[src/rtl/alu_multiply_sequencer.sv]
// Unsigned WIDTHxWIDTH -> WIDTH multiply by sequencing a shared ALU through
// shift-and-add steps, with an exact unsigned-overflow flag.
module alu_multiply_sequencer #(
  parameter int unsigned WIDTH = 32
) (
  input  logic             i_clock,
  input  logic             i_reset,
  input  logic             i_start,
  input  logic [WIDTH-1:0] i_op_a,
  input  logic [WIDTH-1:0] i_op_b,
  output logic             o_busy,
  output logic             o_done,
  output logic [WIDTH-1:0] o_product,
  output logic             o_ovf,
  output logic [WIDTH-1:0] o_alu_a,
  output logic [WIDTH-1:0] o_alu_b,
  output logic [4:0]       o_alu_funsel,
  output logic             o_alu_wf,
  input  logic [WIDTH-1:0] i_alu_out,
  input  logic [3:0]       i_alu_flags
);

  localparam logic [4:0] FS_IDLE = 5'b10000;
  localparam logic [4:0] FS_ADD  = 5'b10100;
  localparam logic [4:0] FS_LSL  = 5'b11011;
  localparam int unsigned FLAG_C = 2;

  typedef enum logic [2:0] {
    S_IDLE,
    S_EVAL,
    S_ADD,
    S_SHIFT,
    S_DONE
  } state_t;

  state_t           r_state;
  logic [WIDTH-1:0] r_p;
  logic [WIDTH-1:0] r_m;
  logic [WIDTH-1:0] r_q;
  logic             r_lost;
  logic             r_ovf;
  logic             r_prev_add;
  logic             r_busy;
  logic             r_done;
  logic [WIDTH-1:0] r_alu_a;
  logic [WIDTH-1:0] r_alu_b;
  logic [4:0]       r_alu_funsel;
  logic             r_alu_wf;

  // ALU drive is registered alongside the state it belongs to, so each
  // transition loads the drive for the state being entered.
  always_ff @(posedge i_clock or posedge i_reset) begin
    if (i_reset) begin
      r_state      <= S_IDLE;
      r_p          <= '0;
      r_m          <= '0;
      r_q          <= '0;
      r_lost       <= 1'b0;
      r_ovf        <= 1'b0;
      r_prev_add   <= 1'b0;
      r_busy       <= 1'b0;
      r_done       <= 1'b0;
      r_alu_a      <= '0;
      r_alu_b      <= '0;
      r_alu_funsel <= FS_IDLE;
      r_alu_wf     <= 1'b0;
    end else begin
      r_done       <= 1'b0;
      r_prev_add   <= (r_state == S_ADD);
      r_alu_a      <= '0;
      r_alu_b      <= '0;
      r_alu_funsel <= FS_IDLE;
      r_alu_wf     <= 1'b0;
      case (r_state)
        S_IDLE: begin
          if (i_start) begin
            r_p     <= '0;
            r_m     <= i_op_a;
            r_q     <= i_op_b;
            r_lost  <= 1'b0;
            r_ovf   <= 1'b0;
            r_busy  <= 1'b1;
            r_state <= S_EVAL;
          end
        end
        S_EVAL: begin
          if (r_q == '0) begin
            r_busy  <= 1'b0;
            r_done  <= 1'b1;
            r_state <= S_DONE;
          end else if (r_q[0]) begin
            r_alu_a      <= r_p;
            r_alu_b      <= r_m;
            r_alu_funsel <= FS_ADD;
            r_alu_wf     <= 1'b1;
            r_state      <= S_ADD;
          end else begin
            r_alu_a      <= r_m;
            r_alu_funsel <= FS_LSL;
            r_state      <= S_SHIFT;
          end
        end
        S_ADD: begin
          r_p <= i_alu_out;
          // Adding a multiplicand that already lost high bits means the true sum overflowed.
          if (r_lost) r_ovf <= 1'b1;
          r_alu_a      <= r_m;
          r_alu_funsel <= FS_LSL;
          r_state      <= S_SHIFT;
        end
        S_SHIFT: begin
          if (r_prev_add && i_alu_flags[FLAG_C]) r_ovf <= 1'b1;
          if (r_m[WIDTH-1]) r_lost <= 1'b1;
          r_m     <= i_alu_out;
          r_q     <= r_q >> 1;
          r_state <= S_EVAL;
        end
        S_DONE: begin
          r_state <= S_IDLE;
        end
        default: begin
          r_busy  <= 1'b0;
          r_state <= S_IDLE;
        end
      endcase
    end
  end

  assign o_busy       = r_busy;
  assign o_done       = r_done;
  assign o_product    = r_p;
  assign o_ovf        = r_ovf;
  assign o_alu_a      = r_alu_a;
  assign o_alu_b      = r_alu_b;
  assign o_alu_funsel = r_alu_funsel;
  assign o_alu_wf     = r_alu_wf;

endmodule

[config.mk]
export PLATFORM = sky130hd
export DESIGN_NAME = alu_multiply_sequencer
export DESIGN_NICKNAME = d
export VERILOG_FILES = /design/src/rtl/alu_multiply_sequencer.sv
export SDC_FILE = /design/constraint.sdc
export NUM_CORES = 1
export LEC_CHECK = 0
export ABC_AREA = 1
export CAP_MARGIN = 10
export CORE_ASPECT_RATIO = 0.75
export CORE_MARGIN = 2
export CORE_UTILIZATION = 40
export CTS_CLUSTER_DIAMETER = 120
export DETAILED_ROUTE_END_ITERATION = 8
export PLACE_DENSITY = 0.8
export SYNTH_ARGS = -nofsm -noshare
export SYNTH_HDL_FRONTEND = slang
export SYNTH_SLANG_ARGS = --single-unit
[constraint.sdc]
create_clock -name i_clock -period 13.26 [get_ports i_clock]
set_clock_uncertainty 0.2 [all_clocks]
set_input_delay 1.989 -clock i_clock [delete_from_list [all_inputs] [get_ports i_clock]]
set_output_delay 1.989 -clock i_clock [all_outputs]
set_load 0.005 [all_outputs]
==> results of run 1 <==
[worst max path at each step]
stage                 start    endpoint  slack, ns  depth (start not counted)
global placement    i_start     r_m[13]       7.94                          5
finish              i_start      r_m[4]       8.34                          5
CTS                 i_start      r_m[1]       8.33                          5
global route        i_start      r_m[1]       8.13                          5
detailed placement  i_start      r_m[1]       7.89                          5
floorplan           i_reset  o_alu_a[0]       6.44                          1
[cells in the final DEF (no fill, tap or decap), types with 2 or more instances in the layout]
cell type | Yosys | routed
nand2_1 | 151 | 149
nand2_2 | 3 | 4
clkbuf_16 | 0 | 17
bufinv_16 | 0 | 4
inv_2 | 4 | 4
o22ai_1 | 63 | 63
nor2_2 | 2 | 2
inv_1 | 39 | 38
clkbuf_8 | 0 | 3
clkbuf_1 | 5 | 2
clkdlybuf4s50_1 | 0 | 203
buf_4 | 5 | 4
clkinv_4 | 0 | 3
nor2_1 | 113 | 113
inv_6 | 0 | 2
a21oi_1 | 36 | 36
nand3_1 | 35 | 35
nor3_1 | 2 | 2
o21ai_0 | 63 | 63
dfrtp_1 | 171 | 170
o21ai_1 | 4 | 4
[per-stage QoR]
step                      worst slack, ns  power (mW)
after CTS                           8.331       2.360
after global routing                8.129       2.508
after floorplan                     6.439       1.388
after global placement              7.938       1.779
final                               8.336       2.346
after detailed placement            7.891       1.819
[power groups by stage]
stage | registers (mW) | logic, mW | clock network, mW
6_report | 0.885 | 0.925 | 0.535
3_5_place_dp | 0.893 | 0.926 | 0
5_1_grt | 0.913 | 1.03 | 0.567
4_1_cts | 0.885 | 0.932 | 0.543
3_3_place_gp | 0.884 | 0.895 | 0
2_1_floorplan | 0.859 | 0.529 | 0
[area by class of cell]
class	count	share of cell area
sequential	171	0.4473
multi-input combinational	476	0.2254
timing repair buffer	207	0.2155
clock buffer	22	0.04956
tap	215	0.02811
inverter	43	0.01739
clock inverter	9	0.01674
[cell usage after synthesis]
| master | number |
|---|---|
| o211ai_1 | 1 |
| nand2_2 | 3 |
| inv_1 | 39 |
| dfrtp_1 | 171 |
| o22ai_1 | 63 |
| buf_6 | 5 |
| o21ai_1 | 4 |
| clkbuf_1 | 5 |
| buf_1 | 6 |
| buf_2 | 28 |
| o21ai_0 | 63 |
| nand3_1 | 35 |
| o21a_1 | 1 |
| nor2_4 | 1 |
| buf_4 | 5 |
| a21oi_1 | 36 |
| conb_1 | 1 |
| nor2_2 | 2 |
| nand2_1 | 151 |
| nor3_1 | 2 |
| inv_2 | 4 |
| nor2_1 | 113 |
[flip-flops by register name, summed over array words and instances (netlist names), 2 cells and up]
signal        count
r_q              32
o_alu_b          32
r_state           3
o_product        32
r_m              32
o_alu_a          32
o_alu_funsel      2
[worst register-to-register path, cell delays in order (launching register included)]
cell and delay [ns]:
dfrtp_1 0.41, inv_1 0.10, nand2_2 0.09, nor2_2 0.06
nand2_4 0.78, nand2_2 0.63, inv_2 0.85, a21oi_1 0.19
[logic make-up after synthesis]
kind of cell,count (synthesis),share of synthesized area
AND/OR/NAND/NOR,307,0.1776
AO/OA/AOI/OAI,168,0.1347
flip-flops,171,0.6235
other,1,0.0005464
buffers and inverters,92,0.06363
[per-layer routing]
metal  routed length (µm)  vias up
met5                    0        -
met4                  241        0
met3                 1454       19
met2                 8850      247
met1                 8586     2900
li1                     -     2779
==> impl_metrics.csv, run 1 <==
group,metric,value,unit
run_status,outcome,"completed",
sta,finalHoldViolations,0,
min_path,min_to,"r_lost",
cts,path_clk_slew,0.06,ns
cells_and_area,fill_cells,1445,
setup_path,worst-setup-path-type,"in2reg",
sta,relSlewSlack,0.2498,
power,switching_share,0.3636,
min_path,hold_start,"r_lost",
routing,drt_first_pass_iters,4,
sta,worst_pin_slew,1.125,ns
floorplanning,start_util,0.4079,
cts,cts_setup_buffers,0,
global_routing,grt_pass1_vias,5868,
routing,drc,0,
routing,postRouteAntennaNets,0,
sta,whs,0.2907,ns
cells_and_area,nNetsFinal,1019,
power,p_comb_frac,0.395,
power,internal-power,1.493,mW
setup_path,r2r_start,"r_state[0]",
synth,syn_area,6863,µm²
floorplanning,fp-row-count,41,
setup_path,cp.arrival,4.99,ns
sta,fmax,0.2031,GHz
cells_and_area,areaGrowthSynthToFinish,39.43,%
cts,cts_buffers,17,
floorplanning,core_region_area,16830,µm²
setup_path,critPathMaxFanout,99,
cells_and_area,diodes,0,
placement,post-dp-hpwl,11820,µm
synth,ys_ff_latch,171,
cells_and_area,register_area,4280,µm²
cts,clkSinkCount,171,
power,p_seq_frac,0.377,
min_path,holdPathStages,2,
power,p_switching,852.7,µW
setup_path,cp-end-kind,"flop",
min_path,min_path_type,"reg2reg",
power,ir_worst_vdd,153.8,µV
synth,yosysSeqAreaShare,0.6235,
sta,finalCritPeriodShare,0.3714,
synth,synth.area.top_cells,"dfrtp_1 62%, nand2_1 8.3%, nor2_1 6.2%, o22ai_1 5.7%, o21ai_0 4.6%",
synth,netlist-cell-type-count,22,
power,p_per_area,245.1,nW/µm²
cells_and_area,multiInputGateArea,2157,µm²
floorplanning,dieHeight,117.4,µm
cells_and_area,drive_above_1_share,0.05065,
global_routing,antenna_found_initial,0,
global_routing,busiest_layer,"met2",
global_routing,grt_util_met3,0.05617,
sta,period_needed,4.924,ns
power,leakagePower,4.327,nW
cells_and_area,final_area,9569,µm²
routing,num_vias,5945,
cts,cts_resized,0,
cts,cts_tree,"done",
synth,yosys.area.top_type,"dfrtp_1",
global_routing,track_usage,0.2151,
setup_path,path_cells,"clkdlybuf4s50_1 -> nand2_4 -> nand2_2 -> inv_2 -> a21oi_1",
cells_and_area,fin_util,0.5687,
setup_path,r2r_cells,7,
synth,yosys_warnings,0,
routing,drt-total-wl,19130,µm
routing,vias_per_cell,5.201,
setup_path,cp-start-kind,"primary input",
global_routing,grt_max_degree,100,
setup_path,worst_path_max_delay_cell,"inv_2",
global_routing,use_met1,0.2968,
routing,drt_iter0_drc,430,
sta,finalSetupViolations,0,
power,clkPwrFrac,0.228,
cts,cts_root_buf,"clkbuf_16",
sta,slew_violations,0,
run,cap_violations,0,
placement,io_buffers,203,
global_routing,use_met2,0.3356,
setup_path,crit_path_max_incr_delay,0.84,ns
synth,synth.avg_cell_area,9.287,µm²
sta,tns,0,ns
cts,cts_max_level,4,
global_routing,grt_pass1_wl,30770,µm
placement,gp_congestion,0.8206,
floorplanning,die_w,155.3,µm
cts,clock_insertion_delay_worst_skew,0.42,ns
synth,synthCells,739,
setup_path,reg2reg_slack,9.82,ns
sta,rsz0062_at_grt,"no",
floorplanning,die-area,18230,µm²
setup_path,path_buf_inv,2,
synth,synth_top_area_frac,0.6235,
cts,cts-hold-fix-buffers,0,
setup_path,cp.required,13.32,ns
setup_path,reg2reg_to,"r_m[4]",
setup_path,critPathTopFamily,"simple AND/OR/NAND/NOR gates",
routing,wl_per_cell,16.74,µm
cells_and_area,final_cells,1143,
floorplanning,io_pins,208,
cts,ctsLongestPathBuffers,2,
placement,placed_area,8935,µm²
global_routing,grt_overflow,0,
synth,syn_nets,842,
placement,dp.cells,1112,
Note: power is estimated with default switching activity, not from simulation.
==> run 2: changes to the inputs <==
--- a/config.mk
+++ b/config.mk
@@ -12,7 +12,7 @@
 export CORE_UTILIZATION = 40
 export CTS_CLUSTER_DIAMETER = 120
 export DETAILED_ROUTE_END_ITERATION = 8
-export PLACE_DENSITY = 0.8
+export PLACE_DENSITY = 0.83
 export SYNTH_ARGS = -nofsm -noshare
 export SYNTH_HDL_FRONTEND = slang
 export SYNTH_SLANG_ARGS = --single-unit
==> constraint.sdc (replaced) <==
create_clock -name i_clock -period 4.48 [get_ports i_clock]
set_clock_uncertainty 0.2 [all_clocks]
set_input_delay 0.672 -clock i_clock [delete_from_list [all_inputs] [get_ports i_clock]]
set_output_delay 0.672 -clock i_clock [all_outputs]
set_load 0.005 [all_outputs]
==> run 2 against run 1 <==
Non-clock buffer count increased by 3. Final cell count grew 0.26%. Worst setup slack lost 6.5 ns. Combinational power grew to 3.0 times the previous value. Utilization rose by 0.37 points. Die area unchanged. Critical path depth rose by 1. Global-route usage down 0.33 points. Sequential share of layout area decreased by 0.29 points. Hold slack worse by 0.0044 ns. Sequential cell count unchanged. Register-to-register slack worse by 7.9 ns. Critical path type is now reg2reg.
==> impl_metrics.csv, run 2 (synthesis gave the netlist of run 1 again) <==
group,metric,value,unit
cells_and_area,register_area,4280,µm²
min_path,min_path_type,"reg2reg",
setup_path,cp-end-kind,"flop",
setup_path,path_cells,"nor2_2 -> nand2_2 -> inv_1 -> buf_4 -> nand2_1 -> nand2_1",
floorplanning,core_region_area,16830,µm²
sta,slew_violations,0,
cells_and_area,diodes,0,
floorplanning,io_pins,208,
floorplanning,fp-row-count,41,
placement,post-dp-hpwl,12110,µm
floorplanning,die_w,155.3,µm
cts,cts_resized,0,
setup_path,critPathTopFamily,"buffers and inverters",
cells_and_area,fill_cells,1439,
sta,tns,0,ns
cells_and_area,drive_above_1_share,0.05371,
global_routing,grt_pass1_vias,5713,
setup_path,crit_path_max_incr_delay,0.65,ns
run_status,outcome,"completed",
routing,num_vias,5880,
sta,period_needed,2.608,ns
sta,rsz0062_at_grt,"no",
cts,clkSinkCount,171,
placement,placed_area,8981,µm²
routing,drc,0,
routing,met3_length,1443,µm
floorplanning,die-area,18230,µm²
power,ir_worst_vdd,306.0,µV
cts,ctsLongestPathBuffers,2,
sta,finalHoldViolations,0,
routing,drt-met1-wl,8445,µm
sta,finalSetupViolations,0,
floorplanning,start_util,0.4079,
routing,drt_first_pass_iters,5,
global_routing,antenna_found_initial,0,
routing,dr_wl_met2,8821,µm
routing,wl_per_cell,16.48,µm
setup_path,cp-start-kind,"flop",
global_routing,grt_overflow,0,
cts,path_clk_slew,0.06,ns
setup_path,cp.arrival,2.76,ns
global_routing,grt_max_degree,99,
power,p_per_area,722.6,nW/µm²
setup_path,cp.required,4.64,ns
power,leakagePower,4.352,nW
routing,postRouteAntennaNets,0,
cts,cts_tree,"done",
setup_path,crit_top_cell,"nand2_1",
cts,cts_root_buf,"clkbuf_16",
sta,relSlewSlack,0.3057,
sta,fmax,0.3834,GHz
routing,drt_iter0_drc,347,
cells_and_area,multiInputGateArea,2157,µm²
routing,top_layer,"met4",
placement,gp_congestion,0.8229,
sta,worst_pin_slew,1.041,ns
placement,io_buffers,203,
routing,drt-total-wl,18890,µm
setup_path,critPathMaxFanout,35,
cells_and_area,final_cells,1146,
cts,cts-hold-fix-buffers,0,
placement,dp.cells,1115,
cts,cts_buffers,17,
setup_path,path_buf_inv,2,
cts,cts_setup_buffers,0,
global_routing,grt_pass1_wl,30260,µm
cts,cts_max_level,4,
setup_path,worst_path_max_delay_cell,"inv_1",
run,cap_violations,0,
setup_path,worst-setup-path-type,"reg2reg",
floorplanning,dieHeight,117.4,µm
global_routing,track_usage,0.2117,
cells_and_area,final_area,9632,µm²
sta,finalCritPeriodShare,0.5822,
routing,vias_per_cell,5.131,
cells_and_area,final_common_cell,"clkdlybuf4s50_1",
cts,clock_insertion_delay_worst_skew,0.42,ns
cells_and_area,areaGrowthSynthToFinish,40.35,%
cells_and_area,final_cell_mix,"203 x clkdlybuf4s50_1, 170 x dfrtp_1, 149 x nand2_1",
cells_and_area,nNetsFinal,1022,
run 2: cell count changes in the layout (fill, tap and decap cells not counted):
cell        change
buf_12          +2
inv_6           -2
buf_4           +1
bufinv_16       +1
clkbuf_8        -1
clkinv_4        +1
clkinvlp_4      +1
run 2: metrics by stage:
step | setup WS (ns) | util | power [mW] | hold WS, ns
after floorplan | 1.425 | - | 4.110 | 0.2479
after global placement | 1.589 | 0.5338 | 5.256 | 0.2657
after detailed placement | 1.571 | 0.5338 | 5.375 | 0.2722
after CTS | 1.812 | 0.5724 | 7.017 | 0.2879
after global routing | 1.621 | 0.5724 | 7.473 | 0.3112
final | 1.872 | 0.5724 | 6.960 | 0.2863
run 2: worst register-to-register path, stage by stage, from the launching register on:
cell and delay [ns]:
dfrtp_1 0.43, nor2_2 0.23, nand2_2 0.44, inv_1 0.66, buf_4 0.39, nand2_1 0.12, nand2_1 0.08
run 2: layer usage:
layer | GRT usage | vias up
li1 | - | 2783
met3 | 0.06541 | 15
met5 | 0 | -
met1 | 0.2929 | 2862
met2 | 0.3303 | 220
met4 | 0.04644 | 0
run 2: final timing paths:
path / from / endpoint / slack [ns] / cells after the start
worst max-delay path: r_state[2] / o_product[7] / 1.87 / 6
worst min-delay path: o_busy / o_busy / 0.29 / 2
worst max register to register: r_state[2] / o_product[7] / 1.87 / 6
worst min register to register: o_busy / o_busy / 0.29 / 2
max in group asynchronous: i_reset / o_product[24] / 3.11 / 3
min in group asynchronous: i_reset / r_m[2] / 0.54 / 3
run 2: where the power goes:
part / switching, mW / total [mW] / internal (mW)
logic: 1.57 / 2.80 / 1.23
registers: 0.332 / 2.55 / 2.22
clock network: 0.592 / 1.61 / 1.02
total: 2.49 / 6.96 / 4.47
run 2: layout make-up:
class / count / area share
well taps: 215 / 0.02793
multi-input cells: 476 / 0.2240
clock inverters: 10 / 0.01975
repair buffers: 210 / 0.2190
inverters: 43 / 0.01715
flip-flops and latches: 171 / 0.4444
clock buffers: 21 / 0.04780
==> run 3: changes to the inputs <==
--- a/config.mk
+++ b/config.mk
@@ -12,7 +12,7 @@
 export CORE_UTILIZATION = 40
 export CTS_CLUSTER_DIAMETER = 120
 export DETAILED_ROUTE_END_ITERATION = 8
-export PLACE_DENSITY = 0.83
+export PLACE_DENSITY = 0.8
 export SYNTH_ARGS = -nofsm -noshare
 export SYNTH_HDL_FRONTEND = slang
 export SYNTH_SLANG_ARGS = --single-unit
==> constraint.sdc (replaced) <==
create_clock -name i_clock -period 2.5 [get_ports i_clock]
set_clock_uncertainty 0.2 [all_clocks]
set_input_delay 0.375 -clock i_clock [delete_from_list [all_inputs] [get_ports i_clock]]
set_output_delay 0.375 -clock i_clock [all_outputs]
set_load 0.005 [all_outputs]
==> run 3 against run 2 <==
Sequential cell count unchanged. Hold slack worse by 0.22 ns. Non-clock buffer count increased by 9. Via count fell by 1.4%. Utilization grew 0.16 points. Clock-buffer cell count fell by 2. Critical path depth unchanged. Maximum frequency grew 21%. Global-route usage rose by 0.087 points. Power up 75%. First-iteration DRC count is 20% higher. Largest cell class unchanged.
==> impl_metrics.csv, run 3 (synthesis gave the netlist of run 1 again) <==
group,metric,value,unit
sta,finalSetupViolations,0,
global_routing,antenna_found_initial,1,
power,switching_share,0.3718,
setup_path,cp.arrival,2.22,ns
power,clkPwrFrac,0.207,
cts,cts_resized,0,
cts,cts_max_level,4,
sta,slew_violations,0,
cells_and_area,register_area,4280,µm²
sta,fmax,0.4632,GHz
cts,cts_root_buf,"clkbuf_16",
sta,finalHoldViolations,0,
floorplanning,start_util,0.4079,
cells_and_area,nNetsFinal,1031,
min_path,min_path_type,"in2async",
setup_path,worst_path_max_delay_cell,"inv_2",
cells_and_area,final_common_cell,"clkdlybuf4s50_1",
setup_path,reg2reg_slack,0.34,ns
cts,cts-hold-fix-buffers,0,
placement,placed_area,9099,µm²
placement,post-dp-hpwl,12430,µm
cts,cts_tree,"done",
cts,ctsLongestPathBuffers,2,
cts,path_clk_slew,0.07,ns
setup_path,reg2reg_to,"r_m[18]",
cells_and_area,diodes,0,
cells_and_area,fill_cells,1444,
floorplanning,io_pins,208,
sta,relSlewSlack,0.3758,
cells_and_area,final_cell_mix,"203 x clkdlybuf4s50_1, 170 x dfrtp_1, 149 x nand2_1",
routing,drc,0,
routing,num_vias,5795,
cts,cts_setup_buffers,0,
power,p_per_area,1258,nW/µm²
power,internal-power,7.629,mW
sta,setup_ws,0.3409,ns
setup_path,worst-setup-path-type,"reg2reg",
sta,whs,0.06643,ns
placement,gp_congestion,0.8114,
floorplanning,die-area,18230,µm²
cts,clkSinkCount,171,
sta,rsz0062_at_grt,"no",
sta,finalCritPeriodShare,0.8636,
cells_and_area,fin_util,0.5740,
global_routing,grt_max_degree,99,
global_routing,track_usage,0.2126,
setup_path,path_cells,"inv_2 -> nor2_2 -> nand2_2 -> nand2_2 -> inv_2 -> a21oi_1",
setup_path,cp-end-kind,"flop",
floorplanning,core_region_area,16830,µm²
floorplanning,die_w,155.3,µm
cts,clock_insertion_delay_worst_skew,0.42,ns
sta,worst_pin_slew,0.9340,ns
power,power,12.15,mW
cells_and_area,areaGrowthSynthToFinish,40.73,%
routing,drt-total-wl,18920,µm
power,p_switching,4.516,mW
routing,postRouteAntennaNets,0,
setup_path,cp.required,2.56,ns
global_routing,grt_pass1_vias,5815,
run,cap_violations,0,
floorplanning,dieHeight,117.4,µm
placement,post-place-ws,0.2745,ns
power,leakagePower,4.368,nW
routing,vias_per_cell,5.013,
routing,drt_first_pass_iters,5,
cells_and_area,multiInputGateArea,2157,µm²
routing,drt_iter0_drc,416,
placement,io_buffers,203,
power,ir_worst_vdd,526.3,µV
routing,wl_per_cell,16.37,µm
power,p_comb_frac,0.417,
setup_path,crit_path_max_incr_delay,0.58,ns
power,p_seq_frac,0.376,
cells_and_area,final_area,9658,µm²
setup_path,r2r_cells,6,
setup_path,cp-start-kind,"flop",
setup_path,r2r_start,"r_state[1]",
floorplanning,fp-row-count,41,
sta,period_needed,2.159,ns
cts,cts_buffers,17,
setup_path,critPathMaxFanout,36,
global_routing,grt_pass1_wl,30370,µm
global_routing,grt_overflow,0,
run_status,outcome,"completed",
cells_and_area,drive_above_1_share,0.06482,
-- run 3: layout make-up --
cell class / instances / share of cell area
clock buffers: 19 / 0.04586
clock inverters: 13 / 0.01205
inverters: 43 / 0.01710
multi-input cells: 476 / 0.2233
flip-flops and latches: 171 / 0.4432
well taps: 215 / 0.02785
repair buffers: 219 / 0.2306
-- run 3: how the worst max path moves through the flow --
| stage | startpoint | cells past startpoint | end |
|---|---|---|---|
| floorplan | i_reset | 1 | o_alu_a[0] |
| detailed placement | i_start | 5 | r_m[10] |
| CTS | r_state[1] | 6 | r_m[10] |
| finish | r_state[1] | 6 | r_m[18] |
| global placement | i_start | 5 | r_m[15] |
| global route | r_state[1] | 6 | r_m[28] |
-- run 3: power by group through the flow --
stage	clock network, mW	registers (mW)	logic [mW]
floorplan	0	4.56	2.81
global placement	0	4.56	4.96
global route	2.69	4.70	5.65
CTS	2.57	4.57	5.13
detailed placement	0	4.61	5.10
finish	2.51	4.56	5.07
-- run 3: worst max-delay path: cells and delay by family (launching register included) --
kind	cells	cell delay (ns)
simple gates	3	0.55
buf+inv	2	0.66
flops	1	0.38
compound gates	1	0.17
-- run 3: layer usage --
layer | global-route usage | wire, µm
met2 | 0.3367 | 8897
met4 | 0.07282 | 289
met5 | 0 | 0
met3 | 0.06061 | 1528
met1 | 0.2817 | 8203
-- run 3: stage by stage --
stage	setup TNS [ns]	std cells
finish	0	1156
global route	0	1156
CTS	0	1156
detailed placement	0	1124
global placement	0	1124
floorplan	-44.07	739
